**config.mk**
```make
export PLATFORM = sky130hd
export DESIGN_NAME = rf_writeback_queue
export DESIGN_NICKNAME = d
export VERILOG_FILES = /design/src/rtl/rf_writeback_queue.sv
export SDC_FILE = /design/constraint.sdc
export NUM_CORES = 1
export LEC_CHECK = 0
export BUFFER_PORTS_ARGS = -buffer_cell sky130_fd_sc_hd__buf_2
export CAP_MARGIN = 20
export CORE_ASPECT_RATIO = 0.5
export CORE_MARGIN = 2
export CORE_UTILIZATION = 60
export DETAILED_ROUTE_END_ITERATION = 6
export PLACE_DENSITY_LB_ADDON = 0.12
export SYNTH_ARGS = -nofsm -noshare
export SYNTH_HDL_FRONTEND = slang
export SYNTH_SLANG_ARGS = --single-unit
```
**constraint.sdc**
```tcl
create_clock -name clk -period 10 [get_ports clk]
set_clock_uncertainty 0.05 [all_clocks]
set_input_delay 3 -clock clk [delete_from_list [all_inputs] [get_ports clk]]
set_output_delay 3 -clock clk [all_outputs]
set_load 0.01 [all_outputs]
```
**src/rtl/rf_writeback_queue.sv**
```systemverilog
// rtl/rf_writeback_queue.sv - in-order writeback queue in front of the 4 x 16-bit register file
//
// Buffers register writeback requests and drains at most one per cycle onto
// the register file's synchronous write port. Still-queued data is bypassed
// onto both asynchronous read paths so readers always see the newest value.
//
// Ports:
//   clk, reset                     clock, asynchronous active-high reset
//   in_valid/in_ready              request handshake
//   in_reg, in_data                request destination register and data
//   drain_en                       permits draining the head entry this cycle
//   rf_write, rf_write_register,
//   rf_write_data                  register file write port
//   rd_addr1, rd_addr2             read addresses (also wired to the register file)
//   rf_read_data1, rf_read_data2   register file read data
//   fwd_data1, fwd_data2           bypassed read data
//   count                          queued entries, 0..DEPTH
module rf_writeback_queue #(
  parameter int WORD_SIZE = 16,
  parameter int ADDR_W    = 2,
  parameter int DEPTH     = 4
) (
  input  logic                 clk,
  input  logic                 reset,
  input  logic                 in_valid,
  output logic                 in_ready,
  input  logic [ADDR_W-1:0]    in_reg,
  input  logic [WORD_SIZE-1:0] in_data,
  input  logic                 drain_en,
  output logic                 rf_write,
  output logic [ADDR_W-1:0]    rf_write_register,
  output logic [WORD_SIZE-1:0] rf_write_data,
  input  logic [ADDR_W-1:0]    rd_addr1,
  input  logic [ADDR_W-1:0]    rd_addr2,
  input  logic [WORD_SIZE-1:0] rf_read_data1,
  input  logic [WORD_SIZE-1:0] rf_read_data2,
  output logic [WORD_SIZE-1:0] fwd_data1,
  output logic [WORD_SIZE-1:0] fwd_data2,
  output logic [ADDR_W:0]      count
);

  localparam int PTR_W = $clog2(DEPTH);
  localparam logic [PTR_W:0] FULL_CNT = (PTR_W+1)'(DEPTH);

  logic [ADDR_W-1:0]    reg_mem  [DEPTH];
  logic [WORD_SIZE-1:0] data_mem [DEPTH];

  logic [PTR_W-1:0] wr_ptr;
  logic [PTR_W-1:0] rd_ptr;
  logic [PTR_W:0]   cnt_q;

  logic push;
  logic pop;
  logic not_empty;

  assign not_empty = (cnt_q != '0);

  // Ready is masked by reset so nothing is accepted while the queue is held clear.
  assign in_ready = (cnt_q != FULL_CNT) & ~reset;
  assign rf_write = not_empty & drain_en;

  assign push = in_valid & in_ready;
  assign pop  = rf_write;

  assign rf_write_register = not_empty ? reg_mem[rd_ptr]  : '0;
  assign rf_write_data     = not_empty ? data_mem[rd_ptr] : '0;

  assign count = (ADDR_W+1)'(cnt_q);

  // Entry contents are don't-care after reset, so the storage carries no reset.
  always_ff @(posedge clk) begin
    if (push) begin
      reg_mem[wr_ptr]  <= in_reg;
      data_mem[wr_ptr] <= in_data;
    end
  end

  always_ff @(posedge clk or posedge reset) begin
    if (reset) begin
      wr_ptr <= '0;
      rd_ptr <= '0;
      cnt_q  <= '0;
    end else begin
      if (push) wr_ptr <= wr_ptr + PTR_W'(1);
      if (pop)  rd_ptr <= rd_ptr + PTR_W'(1);
      case ({push, pop})
        2'b10:   cnt_q <= cnt_q + (PTR_W+1)'(1);
        2'b01:   cnt_q <= cnt_q - (PTR_W+1)'(1);
        default: cnt_q <= cnt_q;
      endcase
    end
  end

  // Walk the live entries from oldest (age 0 = head) to youngest; a later
  // match overrides an earlier one, so the youngest matching entry wins.
  // The head counts as queued even while it is being written this cycle.
  always_comb begin
    fwd_data1 = rf_read_data1;
    fwd_data2 = rf_read_data2;
    for (int i = 0; i < DEPTH; i++) begin
      if ((PTR_W+1)'(i) < cnt_q) begin
        if (reg_mem[rd_ptr + PTR_W'(i)] == rd_addr1)
          fwd_data1 = data_mem[rd_ptr + PTR_W'(i)];
        if (reg_mem[rd_ptr + PTR_W'(i)] == rd_addr2)
          fwd_data2 = data_mem[rd_ptr + PTR_W'(i)];
      end
    end
  end

endmodule

```
Word-level counts from Yosys, hierarchy flattened
Memory sizes are Yosys's and may differ from the RTL's.
Index checks and enable logic that the tools add are counted.
{"block": "word_totals", "in_bits": 58, "wordCells": 53, "output_inout_bits": 55, "register_bits": 7, "mem_bits_rw": 72, "n_memories": 2}
{"name": "data_mem", "depth": 4, "width": 16, "rd": 4, "rd_clocked_by_memory_dff": 0, "write_ports": 1, "line_no": "46", "source": "logic [WORD_SIZE-1:0] data_mem [DEPTH];"}
{"name": "reg_mem", "depth": 4, "width": 2, "rd": 4, "rd_clocked_by_memory_dff": 0, "write_ports": 1, "line_no": "45", "source": "logic [ADDR_W-1:0] reg_mem [DEPTH];"}
{"block": "op_classes", "n_reduce_logical": 2, "n_bitwise": 4, "eq_ne": 11, "n_lt_le_gt_ge": 4, "add_sub_neg": 6, "mux": 21}
{"operator": "$mux 16", "n": 17}
{"operator": "$eq 2x2->1", "n": 8}
{"operator": "$lt 1x3->1 const A", "n": 2}
{"operator": "$lt 2x3->1 const A", "n": 2}
{"operator": "$pmux 3 s2", "n": 1}
{"operator": "$add 2x1->2 const B", "n": 2}
{"operator": "$add 2x2->2 const B", "n": 2}
{"operator": "$add 3x1->3 const B", "n": 1}
{"operator": "$and 1x1->1", "n": 3}
{"operator": "$ne 3x3->1 const B", "n": 1}
{"operator": "$reduce_bool 3->1", "n": 1}
{"operator": "$sub 3x1->3 const B", "n": 1}
{"operator": "$eq 2x1->1 const B", "n": 1}
{"operator": "$eq 2x2->1 const B", "n": 1}
{"operator": "$mux 1", "n": 2}
{"operator": "$mux 2", "n": 1}
{"operator": "$reduce_bool 2->1", "n": 1}
{"operator": "$not 1->1", "n": 1}

Depth between registers and ports, before layout
An unclocked memory read counts as a cell.
{"block": "logic_depth", "ltp_word": 10, "ltp_mapped": 9, "mapped_depth_nobuf": 8}

Worst setup path before layout
OpenSTA, ideal clock, no wires.
{"block": "synth_path", "path_kind": "input to output", "startpoint": "in rd_addr1[1]", "endpoint": "out fwd_data1[10]", "cell_stages": 6, "setup_slack_ns": 2.724, "path_buffers": 2, "t_required_ns": 6.950, "t_arrival_ns": 4.226, "cell_sequence": "xor2_1 or3_1 buf_6 buf_8 a221oi_2 o221ai_1"}
{"block": "synth_via", "elab_chain_len": 9, "word_cells_on_any_way": 12, "cone_classes": "eq/ne (4); mux (8)"}
{"element": "start: declaration", "line_no": "33", "source": "input logic [ADDR_W-1:0] rd_addr1,"}
{"element": "$eq 2x2->1", "line_no": "102", "source": "if (reg_mem[rd_ptr + PTR_W'(i)] == rd_addr1)"}
{"element": "$mux 16", "line_no": "102"}
{"element": "$mux 16", "line_no": "101", "source": "if ((PTR_W+1)'(i) < cnt_q) begin"}
{"element": "$mux 16", "line_no": "102"}
{"element": "$mux 16", "line_no": "101"}
{"element": "$mux 16", "line_no": "102"}
{"element": "$mux 16", "line_no": "101"}
{"element": "$mux 16", "line_no": "102"}
{"element": "$mux 16 *", "line_no": "101"}
{"element": "end: declaration", "line_no": "37", "source": "output logic [WORD_SIZE-1:0] fwd_data1,"}
Every way passes the cells marked *; elsewhere a longest branch is shown, timed or not.

Worst setup path after layout
{"block": "layout_path", "startpoint": "in rd_addr1[0]", "endpoint": "out fwd_data1[6]"}
Same word-level chain as after synthesis.

==> out/results.tsv <==
metric	value	unit
proportion of layout cells with a drive suffix above 1	34.8	%
post-CTS setup buffer count	0	
maximum number of pins on one net before global-route repair	75	
slew at the pin closest to its max-slew limit	1.16	ns
synthesis-to-layout area growth	17.2	%
die footprint	10400	um^2
Min-Delay Path Depth	1	
sequential share of the synthesized area	40.8	%
relative contribution of combinational cells to total power	69.1	%
total global-route track usage	30.6	%
flip-flop and latch count after synthesis	79	
Via Count	4867	
reg-to-reg critical path startpoint	count[1]$_DFFE_PP0P_	
die outline height	73.1	um
TritonCTS clock tree	done	
TritonCTS sink count	79	
worst-case headroom to the max-slew limit	22.0	%
number of standard cells in the final layout excluding fillers	742	
total power density per cell area	388	nW/um^2
share of the synthesized area in compound gates (AO/OA/AOI/OAI)	19.0	%
Crit path required time	6.95	ns
estimated wirelength of the detail-placed design	10.4	mm
# DRC	0	
Clock Pin Slew Worst Setup and Hold Paths	0.06	ns
sum of overflow across all layers after global routing	0	
Final Net Count	682	
number of hold violations in the final report	0	
worst-path fanout max	33	
mean instance size in the synthesized netlist	10.9	um^2
level count of the clock H-tree	3	
Max Slew Vio Count	0	
endpoint of the most critical register-to-register path	count[2]$_DFFE_PP0P_	
netlist area before placement	5730	um^2
Root Buffer Master	sky130_fd_sc_hd__clkbuf_16	
switching fraction of total power	46.6	%
setup total negative slack	0	ns
count of synthesis-stage warnings from yosys	0	
number of global-route vias before repair	4871	
area share of and/or/nand/nor cells after synthesis	8.93	%
synth unique cells	31	
number of antenna violations at the first check in global routing	0	
Top Ports	113	
Worst setup EP type	primary output	
net count of the mapped netlist	594	
number of vias per cell	6.56	
routed length per placed instance	21.1	um
proportion of power drawn by the clock network	13.5	%
startpoint of the most critical setup path	rd_addr1[0]	
sort of element at the start of the critical path	input port	
Pre-Repair DR Iteration Count	5	
effective utilization at floorplan	61.3	%
register share of total power	17.4	%
FF-to-FF setup slack	7.08	ns
net switching power figure	0.00122	W
main flop type after synthesis	sky130_fd_sc_hd__edfxtp_1	
XOR/XNOR share of the synthesized area	3.36	%
final core occ	71.8	%
final-report setup violation count	0	
number of max-capacitance violations reported	0	
worst vdd rail ir drop	0.230	mV
path class of the lowest-slack min-delay path	flip-flop to flip-flop	
core outline area	9350	um^2
Leak Pwr	2.83	nW
Post-Route WL	15.7	mm
fmax	0.126	GHz
clk_lat worst skew	0.34	ns
internal cell power	0.00139	W
CTS buffer count	9	
FF-to-FF path depth	8	
arithmetic-cell share of the synthesized area counting full adders, half adders and majority gates	1.97	%
data arrival time at the worst-slack endpoint	4.90	ns
mux cell area share after synthesis	21.4	%
port buffer count	112	
run status	complete, no violations	
gp weighted congestion	0.856	
hold buffer count at cts	0	
FP Rows	25	
maximum buffer depth of the clock tree	2	
number of synthesized flops with an enable pin	72	
die width	142	um
hold path startpoint	wr_ptr[0]$_DFFE_PP0P_	
global-route wire length before repair	24.2	mm
dominant combinational cell family by area after synthesis	multiplexers	
number of instances in the synthesized netlist	527	
setup repair after global routing missed its margin	no	
post-detailed-route count of antenna-violating nets	0	
hold-critical path endpoint	wr_ptr[0]$_DFFE_PP0P_	
FFs w/ async S/R, synth	8.86	%
final worst hold slack	0.493	ns
starting DRC count in detailed routing	414	
Critical Setup Path Class	input port to primary output	
Min Clock Period, post-route	7.95	ns
part of the cycle the worst path needs	79.5	%
total instance count after detailed placement	722	
count of cells resized by post-cts repair	0	
## placed cells by master (no fill, tap or decap), types with 2 or more instances in the layout
master / Yosys / routed
sky130_fd_sc_hd__a211o_1: 32 / 32
sky130_fd_sc_hd__a21oi_1: 18 / 18
sky130_fd_sc_hd__a221oi_1: 22 / 22
sky130_fd_sc_hd__a221oi_2: 10 / 10
sky130_fd_sc_hd__and3_1: 8 / 8
sky130_fd_sc_hd__buf_16: 0 / 3
sky130_fd_sc_hd__buf_2: 11 / 112
sky130_fd_sc_hd__buf_4: 0 / 13
sky130_fd_sc_hd__bufinv_16: 0 / 2
sky130_fd_sc_hd__clkbuf_16: 0 / 9
sky130_fd_sc_hd__clkinv_2: 0 / 2
sky130_fd_sc_hd__dfrtp_1: 7 / 5
sky130_fd_sc_hd__dfrtp_2: 0 / 2
sky130_fd_sc_hd__edfxtp_1: 72 / 72
sky130_fd_sc_hd__ha_1: 9 / 9
sky130_fd_sc_hd__inv_1: 6 / 5
sky130_fd_sc_hd__inv_6: 0 / 2
sky130_fd_sc_hd__mux2_2: 49 / 49
sky130_fd_sc_hd__mux2i_1: 49 / 49
sky130_fd_sc_hd__mux4_2: 7 / 7
sky130_fd_sc_hd__nand2_1: 51 / 51
sky130_fd_sc_hd__nand2b_1: 2 / 2
sky130_fd_sc_hd__nor2_1: 52 / 52
sky130_fd_sc_hd__nor2b_1: 4 / 3
sky130_fd_sc_hd__nor3_2: 2 / 3
sky130_fd_sc_hd__o21ai_0: 17 / 17
sky130_fd_sc_hd__o221ai_1: 32 / 32
sky130_fd_sc_hd__or3_1: 2 / 2
sky130_fd_sc_hd__xnor2_1: 12 / 12
sky130_fd_sc_hd__xor2_1: 10 / 10
## through the flow
step / total power, W / instance area [um^2] / setup WS [ns]
after floorplan: 0.00174 / 5730 / 2.72
after global placement: 0.00220 / 6310 / 2.10
after detailed placement: 0.00222 / 6310 / 2.11
after CTS: 0.00258 / 6630 / 2.10
after global routing: 0.00279 / 6710 / 1.93
final: 0.00261 / 6710 / 2.05
## worst max-delay path, stage by stage
cell	delay [ns]
sky130_fd_sc_hd__buf_2	0.14
sky130_fd_sc_hd__xnor2_1	0.16
sky130_fd_sc_hd__and3_1	0.18
sky130_fd_sc_hd__buf_4	0.33
sky130_fd_sc_hd__nand2b_1	0.64
sky130_fd_sc_hd__o221ai_1	0.24
sky130_fd_sc_hd__buf_2	0.20
## cell families after synthesis
logic type      count (synthesis)
compound gates                132
simple gates                  122
mux                           106
flops                          79
buf+inv                        57
xor+xnor                       22
fa+ha+maj                       9
## registers in the layout, indices dropped and copies added, names as in the netlist
signal	flops
reg_mem	8
rd_ptr	2
wr_ptr	2
count	3
data_mem	64
## synth_stat cells, types with 3 or more instances
cell type                   n  area, um^2
sky130_fd_sc_hd__buf_1      5        18.8
sky130_fd_sc_hd__buf_2     11        55.1
sky130_fd_sc_hd__dfrtp_1    7         175
sky130_fd_sc_hd__xor2_1    10        87.6
sky130_fd_sc_hd__and3_1     8        50.1
sky130_fd_sc_hd__edfxtp_1  72        2160
sky130_fd_sc_hd__a221oi_1  22         193
sky130_fd_sc_hd__o21ai_0   17        85.1
sky130_fd_sc_hd__o221ai_1  32         280
sky130_fd_sc_hd__a221oi_2  10         150
sky130_fd_sc_hd__a21oi_1   18        90.1
sky130_fd_sc_hd__nand2_1   51         191
sky130_fd_sc_hd__buf_6      3        33.8
sky130_fd_sc_hd__xnor2_1   12         105
sky130_fd_sc_hd__nor2_1    52         195
sky130_fd_sc_hd__inv_1      6        22.5
sky130_fd_sc_hd__a211o_1   32         280
sky130_fd_sc_hd__mux4_2     7         158
sky130_fd_sc_hd__mux2_2    49         552
sky130_fd_sc_hd__ha_1       9         113
sky130_fd_sc_hd__mux2i_1   49         490
sky130_fd_sc_hd__clkbuf_1  29         109
sky130_fd_sc_hd__nor2b_1    4        25.0
## worst max-delay path by stage
stage	to	slack [ns]
after floorplan	fwd_data1[10]	2.72
after global placement	fwd_data1[1]	2.10
after detailed placement	fwd_data1[0]	2.11
after CTS	fwd_data1[6]	2.10
after global routing	fwd_data2[14]	1.93
final	fwd_data1[6]	2.05
## per-layer routing
| metal | GRT usage [%] | wire length (um) | vias to the layer above |
|---|---|---|---|
| met5 | 0 | 0 | - |
| met4 | 12.9 | 428 | 0 |
| met3 | 6.63 | 1300 | 47 |
| met2 | 52.7 | 7740 | 249 |
| met1 | 38.0 | 6210 | 2344 |
| li1 | - | - | 2227 |
## power by group through the flow
stage / Sequential, W / Clock (W) / Combinational [W]
final: 0.000453 / 0.000352 / 0.00180
after global routing: 0.000458 / 0.000372 / 0.00196
after CTS: 0.000452 / 0.000355 / 0.00177
after detailed placement: 0.000459 / 0 / 0.00176
after floorplan: 0.000443 / 0 / 0.00129
after global placement: 0.000455 / 0 / 0.00174
## final cells by class
cell class                      instances  area, um^2
Multi-Input combinational cell        391        3140
Fill cell                             706        2640
Sequential cell                        79        2340
Timing Repair Buffer                  128         741
Clock buffer                            9         225
Tap cell                              121         151
Clock inverter                          7        95.1
Inverter                                6        22.5
Antenna cell                            1        2.50
Power figures use the tool's default switching activity.
